**src/rtl/cpu_clk_ctrl.sv**
```systemverilog
`default_nettype none
// ==========================================================================
// cpu_clk_ctrl: CPU clock-enable generator with free-run, single-step, halt.
// Revision: 1.0
// ==========================================================================
module cpu_clk_ctrl #(
  parameter int DB_CYCLES = 16,
  parameter int RUN_DIV   = 2
) (
  input  logic        clk_i,
  input  logic        rst_i,
  input  logic        run_i,
  input  logic        step_btn_i,
  input  logic        halt_i,
  output logic        cpu_ce_o,
  output logic [31:0] cycle_cnt_o,
  output logic [1:0]  state_o,
  output logic        halted_o
);

  localparam logic [1:0] ST_STEP = 2'b00;
  localparam logic [1:0] ST_RUN  = 2'b01;
  localparam logic [1:0] ST_HALT = 2'b11;

  localparam int DB_W  = (DB_CYCLES > 1) ? $clog2(DB_CYCLES) : 1;
  localparam int DIV_W = (RUN_DIV > 1) ? $clog2(RUN_DIV) : 1;
  localparam logic [DB_W-1:0]  DB_LAST  = DB_W'(DB_CYCLES - 1);
  localparam logic [DIV_W-1:0] DIV_LAST = DIV_W'(RUN_DIV - 1);

  logic             run_meta, run_sync;
  logic             btn_meta, btn_sync;
  logic             db_level, db_prev;
  logic [DB_W-1:0]  db_cnt;
  logic             step_req;
  logic [1:0]       state, state_nxt;
  logic [DIV_W-1:0] div_cnt;
  logic             ce_nxt;
  logic             cpu_ce;
  logic [31:0]      cycle_cnt;

  always_ff @(posedge clk_i or posedge rst_i) begin
    if (rst_i) begin
      run_meta <= 1'b0;
      run_sync <= 1'b0;
      btn_meta <= 1'b0;
      btn_sync <= 1'b0;
    end else begin
      run_meta <= run_i;
      run_sync <= run_meta;
      btn_meta <= step_btn_i;
      btn_sync <= btn_meta;
    end
  end

  // Level flips on the DB_CYCLES-th consecutive differing cycle; a match restarts.
  always_ff @(posedge clk_i or posedge rst_i) begin
    if (rst_i) begin
      db_level <= 1'b0;
      db_prev  <= 1'b0;
      db_cnt   <= '0;
    end else begin
      db_prev <= db_level;
      if (btn_sync == db_level) begin
        db_cnt <= '0;
      end else if (db_cnt == DB_LAST) begin
        db_level <= btn_sync;
        db_cnt   <= '0;
      end else begin
        db_cnt <= db_cnt + DB_W'(1);
      end
    end
  end

  assign step_req = db_level & ~db_prev;

  always_ff @(posedge clk_i or posedge rst_i) begin
    if (rst_i) begin
      state <= ST_STEP;
    end else begin
      state <= state_nxt;
    end
  end

  always_comb begin
    state_nxt = state;
    case (state)
      ST_STEP: begin
        if (halt_i)        state_nxt = ST_HALT;
        else if (run_sync) state_nxt = ST_RUN;
      end
      ST_RUN: begin
        if (halt_i)         state_nxt = ST_HALT;
        else if (!run_sync) state_nxt = ST_STEP;
      end
      ST_HALT: begin
        if (!halt_i && step_req && !run_sync) state_nxt = ST_STEP;
      end
      default: state_nxt = ST_STEP;
    endcase
  end

  // Leaving RUN (to STEP or HALT) drops the divider's pending pulse.
  always_comb begin
    ce_nxt = 1'b0;
    case (state)
      ST_STEP: ce_nxt = !halt_i && step_req;
      ST_RUN:  ce_nxt = !halt_i && run_sync && (div_cnt == DIV_LAST);
      default: ce_nxt = 1'b0;
    endcase
  end

  always_ff @(posedge clk_i or posedge rst_i) begin
    if (rst_i) begin
      div_cnt   <= '0;
      cpu_ce    <= 1'b0;
      cycle_cnt <= '0;
    end else begin
      if (state == ST_RUN && state_nxt == ST_RUN)
        div_cnt <= (div_cnt == DIV_LAST) ? '0 : div_cnt + DIV_W'(1);
      else
        div_cnt <= '0;
      cpu_ce    <= ce_nxt;
      cycle_cnt <= cycle_cnt + 32'(ce_nxt);
    end
  end

  assign cpu_ce_o    = cpu_ce;
  assign cycle_cnt_o = cycle_cnt;
  assign state_o     = state;
  assign halted_o    = (state == ST_HALT);

endmodule
`default_nettype wire

```
**config.mk**
```make
export PLATFORM = sky130hd
export DESIGN_NAME = cpu_clk_ctrl
export DESIGN_NICKNAME = d
export VERILOG_FILES = /design/src/rtl/cpu_clk_ctrl.sv
export SDC_FILE = /design/constraint.sdc
export NUM_CORES = 1
export LEC_CHECK = 0
export ABC_AREA = 0
export CAP_MARGIN = 20
export CORE_UTILIZATION = 33
export DETAILED_ROUTE_END_ITERATION = 8
export GPL_TIMING_DRIVEN = 0
export PLACE_DENSITY = 0.6
export REMOVE_ABC_BUFFERS = 1
export SLEW_MARGIN = 20
export SYNTH_ARGS = -nofsm -noshare
export SYNTH_HDL_FRONTEND = slang
export SYNTH_SLANG_ARGS = --single-unit
```
**constraint.sdc**
```tcl
create_clock -name clk_i -period 5.4 [get_ports clk_i]
set_input_delay 0.81 -clock clk_i [delete_from_list [all_inputs] [get_ports clk_i]]
set_output_delay 0.81 -clock clk_i [all_outputs]
set_load 0.005 [all_outputs]
```
==> results.tsv, run 1 <==
stage	metric	value	unit
status	status	finished clean	
detailed_routing	first drt pass iteration count	4	
clock_tree	post-CTS sizing	0	
layout	# diodes	0	
logic_synthesis	Syn Inst Count	165	
logic_synthesis	YS warnings	0	
grt	largest net degree at the start of global routing	35	
detailed_routing	DRC violation count after routing	0	
detailed_routing	met2 wire length	1.83	mm
clock_tree	Worst-path clk slew	0.08	ns
sta	Fin. Hold Viols	0	
clock_tree	CTS tree	built	
logic_synthesis	async set or reset register ratio after synthesis	100	%
sta	Slew HR	41.1	%
clock_tree	TritonCTS Buffers	5	
pwr	Pwr Density	258	nW/um2
grt	first-pass GRT wire length	6.38	mm
detailed_routing	drt initial violations	60	
detailed_routing	max layer used	met4	
setup_path	CP required	5.61	ns
placed_design	HPWL after DPL	2.67	mm
floorplan	I/O pin total	41	
clock_tree	CTS root buffer	clkbuf_8	
sta	Fmax	323	MHz
detailed_routing	DR vias/cell	4.77	
floorplan	die area	6230	um2
sta	Clock Skews	0.00613	ns
setup_path	WP data arrival	3.31	ns
floorplan	Die H	78.9	um
sta	max-slew violations	0	
sta	setup_tns	0	ns
detailed_routing	met3 WL	106	um
clock_tree	CTS sink cnt	46	
pwr	maximum vdd drop	0.120	mV
layout	share of layout cells above drive strength 1	6.67	%
setup_path	CP max stage cell	nor3_1	
layout	register area	1150	um2
clock_tree	H-tree levels	2	
placed_design	Post-Place Cells	276	
sta	final period utilization	57.3	%
layout	area of the multi-input gates	771	um2
detailed_routing	wire length on met1	1.69	mm
grt	vias in the first global route	1346	
clock_tree	CTS Hold Bufs	0	
sta	min Tclk post-route	3.10	ns
layout	Nets	220	
flow_run	maxcap violations	0	
logic_synthesis	#FFs+latches synth	46	
layout	most common cell after layout, fill and taps aside	dfrtp_1	
placed_design	Port Buffers	40	
setup_path	max incr delay on CP	0.72	ns
logic_synthesis	Netlist cell types	29	
setup_path	crit-path max FO	7	
sta	RSZ-0062 raised after global routing	false	
logic_synthesis	Top FF cell, synth	dfrtp_1	
hold_path	worst min path class	flip-flop to flip-flop	
floorplan	Die X	78.9	um
setup_path	CP bufs+invs	1	
layout	area grow syn2layout	29.9	%
clock_tree	Clock Latency Late Sink	0.29	ns
floorplan	row cnt	27	
setup_path	Cell Chain, Critical Path	clkdlybuf4s50_1, nor3_1, ha_1, ha_1, nand2_1, nor3_1, and3_1, xor2_1	
layout	leading cell types in the layout, fill and taps excluded	dfrtp_1 (46), clkdlybuf4s50_1 (40), xnor2_1 (22)	
sta	hold_ws	0.354	ns
detailed_routing	routed via count	1344	
placed_design	gpl congestion	0.749	
grt	total global routing overflow	0	
sta	number of setup violations in the final report	0	
setup_path	Setup CP Type	input port to flip-flop	
setup_path	crit path launch type	input port	
detailed_routing	wire per inst	13.1	um
grt	total track usage	13.3	%
pwr	P_leak	1.13	nW
logic_synthesis	sequential area share after synthesis	58.9	%
detailed_routing	Final ANT Viol Nets	0	
logic_synthesis	Post-synth EDFFs	0	
sta	Slew @ Worst Pin	0.877	ns
layout	fillcell total	548	
logic_synthesis	Synth Cell Area	1950	um2
grt	initial antenna violation count	0	
clock_tree	Post-CTS Setup Inserts	0	
clock_tree	buffer depth of the longest clock path	2	
floorplan	core area	5610	um2
setup_path	Worst setup EP type	flip-flop	
logic_synthesis	syn_area_per_cell	11.8	um2
layout	max reg flops	32	
detailed_routing	drt total wl	3.68	mm
layout	non-filler cells, final	282	
floorplan	Initial Util	34.8	%
setup_path	crit-path leading delay family	simple AND/OR/NAND/NOR gates	
==> cell usage after synthesis (2+ instances only) <==
cell / count / area [um2]
nand4b_1: 3 / 26.3
and3_1: 6 / 37.5
nor4_1: 3 / 18.8
nand4_1: 9 / 56.3
inv_1: 6 / 22.5
nor3b_1: 2 / 15.0
nand3_1: 12 / 60.1
xnor2_1: 22 / 193
nor3_1: 4 / 20.0
xor2_1: 10 / 87.6
a21oi_1: 4 / 20.0
ha_1: 4 / 50.1
dfrtp_1: 46 / 1150
nand2_1: 13 / 48.8
nor2_1: 7 / 26.3
==> logic make-up after synthesis <==
family | Yosys count | synth area share (%)
DFF | 46 | 58.9
xor gates and xnor gates | 32 | 14.3
and+or+nand+nor | 67 | 20.0
buffers and inverters | 8 | 1.60
muxes | 1 | 0.577
AOI/OAI and AO/OA | 7 | 1.99
adders and majority gates | 4 | 2.56
==> cell type report <==
| class | count | share of cell area, % |
|---|---|---|
| flip-flops and latches | 46 | 45.4 |
| clock buffers | 6 | 3.25 |
| repair buffers | 41 | 16.6 |
| well taps | 72 | 3.55 |
| inverters | 6 | 0.888 |
| multi-input cells | 111 | 30.4 |
==> stage by stage <==
| stage | worst slack, ns | total power [W] | instance area, um2 | utilization (%) |
|---|---|---|---|---|
| 2_1_floorplan | 2.93 | 0.000409 | 1940 | - |
| 3_3_place_gp | 2.06 | 0.000455 | 2430 | 43.4 |
| 3_5_place_dp | 2.03 | 0.000459 | 2450 | 43.8 |
| 4_1_cts | 2.31 | 0.000664 | 2540 | 45.2 |
| 5_1_grt | 2.12 | 0.000688 | 2540 | 45.2 |
| 6_report | 2.30 | 0.000655 | 2540 | 45.2 |
==> routing by layer <==
metal  global-route usage, %  vias up
met3                    2.87        5
met5                       0        -
li1                        -      659
met2                    21.5       23
met4                    6.00        0
met1                    17.0      657
==> where the power goes <==
group	total (W)	switching [W]	internal, W
clock network	0.000205	0.000107	0.0000989
logic	0.0000697	0.0000271	0.0000426
registers	0.000380	0.0000188	0.000361
==> path summary, 6_finish.rpt <==
check,startpoint,to,slack (ns),cells after the start
worst max-delay path,halt_i,cycle_cnt_o[10]$_DFF_PP0_,2.30,8
worst min-delay path,btn_meta$_DFF_PP0_,btn_sync$_DFF_PP0_,0.35,0
worst max register to register,db_level$_DFFE_PP0P_,cycle_cnt_o[10]$_DFF_PP0_,2.66,9
worst min register to register,btn_meta$_DFF_PP0_,btn_sync$_DFF_PP0_,0.35,0
max in group asynchronous,rst_i,cycle_cnt_o[13]$_DFF_PP0_,4.16,3
min in group asynchronous,rst_i,btn_meta$_DFF_PP0_,0.77,2
Power figures use the tool's default switching activity.
==> run 2: changes to the inputs <==
==> constraint.sdc (replaced) <==
create_clock -name clk_i -period 3.2 [get_ports clk_i]
set_input_delay 0.48 -clock clk_i [delete_from_list [all_inputs] [get_ports clk_i]]
set_output_delay 0.48 -clock clk_i [all_outputs]
set_load 0.005 [all_outputs]
==> results of run 2 <==
The final DEF is identical to that of run 1. Status: finished clean.
Main changes from that run: setup slack after placement 2.03 ns -> 0.156 ns; setup slack after layout 2.30 ns -> 0.433 ns; register-to-register setup slack 2.66 ns -> 0.46 ns; total power 0.000655 W -> 0.00111 W; worst IR drop on VDD 0.120 mV -> 0.202 mV
==> run 3: changes to the inputs <==
--- a/config.mk
+++ b/config.mk
@@ -10,7 +10,7 @@
 export CORE_UTILIZATION = 33
 export DETAILED_ROUTE_END_ITERATION = 8
 export GPL_TIMING_DRIVEN = 0
-export PLACE_DENSITY = 0.6
+export PLACE_DENSITY = 0.62
 export REMOVE_ABC_BUFFERS = 1
 export SLEW_MARGIN = 20
 export SYNTH_ARGS = -nofsm -noshare
==> constraint.sdc (replaced) <==
create_clock -name clk_i -period 2.5 [get_ports clk_i]
set_input_delay 0.375 -clock clk_i [delete_from_list [all_inputs] [get_ports clk_i]]
set_output_delay 0.375 -clock clk_i [all_outputs]
set_load 0.005 [all_outputs]
==> run 3 against run 2 <==
Compared with the run above:
- worst hold slack hardly changed
- non-clock buffer count stayed put
- global-route usage hardly changed
- die area stayed put
- cell count is 0.71% higher
- clock power is 53% higher
- sequential cell count stayed put
- highest routed layer unchanged
==> results.tsv, run 3 (synthesis results as in run 1) <==
stage	metric	value	unit
grt	first-pass GRT wire length	6.31	mm
detailed_routing	drt total wl	3.64	mm
detailed_routing	DRC violation count after routing	0	
placed_design	gpl congestion	0.747	
floorplan	I/O pin total	41	
detailed_routing	Final ANT Viol Nets	0	
grt	largest net degree at the start of global routing	30	
layout	leading cell types in the layout, fill and taps excluded	dfrtp_1 (46), clkdlybuf4s50_1 (40), xnor2_1 (22)	
layout	design area	2610	um2
sta	Fmax	425	MHz
grt	total global routing overflow	0	
floorplan	row cnt	27	
layout	non-filler cells, final	284	
setup_path	crit-path max FO	5	
clock_tree	Post-CTS Setup Inserts	0	
placed_design	Port Buffers	40	
layout	Nets	220	
layout	# diodes	0	
placed_design	Post-Place Cells	276	
sta	Fin. Hold Viols	0	
clock_tree	CTS Hold Bufs	0	
sta	RSZ-0062 raised after global routing	true	
sta	Setup WS post-layout	0.148	ns
detailed_routing	first drt pass iteration count	4	
layout	share of layout cells above drive strength 1	10.4	%
pwr	maximum vdd drop	0.219	mV
sta	number of setup violations in the final report	0	
clock_tree	CTS root buffer	clkbuf_8	
sta	max-slew violations	0	
layout	fillcell total	541	
grt	total track usage	13.3	%
pwr	Pwr Density	575	nW/um2
setup_path	Setup CP Type	flip-flop to flip-flop	
hold_path	worst min path class	flip-flop to flip-flop	
sta	Clock Skews	0.00350	ns
detailed_routing	drt initial violations	61	
status	status	finished clean	
layout	max reg flops	32	
floorplan	die area	6230	um2
floorplan	Die H	78.9	um
clock_tree	Worst-path clk slew	0.08	ns
placed_design	Placed Area	2450	um2
detailed_routing	routed via count	1367	
detailed_routing	DR vias/cell	4.81	
sta	Slew HR	62.7	%
clock_tree	H-tree levels	2	
sta	Slew @ Worst Pin	0.555	ns
sta	final period utilization	94.1	%
detailed_routing	wire per inst	12.8	um
flow_run	maxcap violations	0	
clock_tree	CTS sink cnt	46	
placed_design	pre-CTS setup slack	-0.431	ns
grt	vias in the first global route	1325	
pwr	P_leak	1.19	nW
clock_tree	TritonCTS Buffers	5	
sta	min Tclk post-route	2.35	ns
clock_tree	buffer depth of the longest clock path	2	
floorplan	Die X	78.9	um
clock_tree	CTS tree	built	
setup_path	CP required	2.72	ns
placed_design	HPWL after DPL	2.66	mm
sta	setup_tns	0	ns
clock_tree	Clock Latency Late Sink	0.29	ns
setup_path	crit path launch type	flip-flop	
layout	most common cell after layout, fill and taps aside	dfrtp_1	
layout	area grow syn2layout	33.8	%
pwr	Final Power	0.00150	W
floorplan	Initial Util	34.8	%
floorplan	core area	5610	um2
grt	initial antenna violation count	0	
setup_path	WP data arrival	2.57	ns
setup_path	Worst setup EP type	flip-flop	
==> run 3: final timing paths <==
path | end | cells past startpoint | slack (ns) | start
worst max-delay path | cycle_cnt_o[20]$_DFF_PP0_ | 9 | 0.15 | db_level$_DFFE_PP0P_
worst min register to register | btn_sync$_DFF_PP0_ | 0 | 0.35 | btn_meta$_DFF_PP0_
max in group asynchronous | cycle_cnt_o[28]$_DFF_PP0_ | 3 | 1.65 | rst_i
min in group asynchronous | db_cnt[2]$_DFF_PP0_ | 2 | 0.37 | rst_i
worst max register to register | cycle_cnt_o[20]$_DFF_PP0_ | 9 | 0.15 | db_level$_DFFE_PP0P_
worst min-delay path | btn_sync$_DFF_PP0_ | 0 | 0.35 | btn_meta$_DFF_PP0_
==> run 3: per-stage QoR <==
step / hold WS (ns) / util (%)
after floorplan: 0.331 / -
after global placement: 0.335 / 43.4
after detailed placement: 0.336 / 43.8
after CTS: 0.356 / 45.9
after global routing: 0.366 / 46.6
final: 0.354 / 46.6
==> run 3: repair_timing <==
item | CTS | global route
endpoints found under the setup margin | 9 | 13
pin swaps | 0 | 0
cloned | 0 | 0
hold endpoints to repair | 0 | 0
gates resized for setup | 2 | 6
==> run 3: critical path, cell delays in order (launching register included) <==
cell and delay [ns]:
dfrtp_1 0.42, nor3b_1 0.21, a31oi_1 0.08, nor3_2 0.21
ha_1 0.20, ha_1 0.19, nand2_1 0.11, or3_4 0.44
nor4_2 0.25, xor2_1 0.17
==> run 3: power by group <==
part / switching, W / internal, W / leakage [nW]
Sequential: 0.0000409 / 0.000780 / 0.616
Combinational: 0.0000572 / 0.0000916 / 0.512
Clock: 0.000237 / 0.000294 / 0.0579
Total: 0.000336 / 0.00117 / 1.19
==> run 3: cell type report <==
type	count	area [um2]	share of cell area, %
Clock inverter	3	40.0	1.53
Sequential cell	46	1150	44.0
Multi-Input combinational cell	111	821	31.4
Timing Repair Buffer	41	420	16.1
Tap cell	72	90.1	3.45
Inverter	6	22.5	0.862
Clock buffer	5	68.8	2.63
==> run 3: routing by layer <==
layer	wire length, um	track usage (%)	share of wire [%]
met1	1670	17.9	46
met3	142	3.79	3.9
met2	1760	20.1	48
met5	0	0	0
met4	67	5.45	1.8
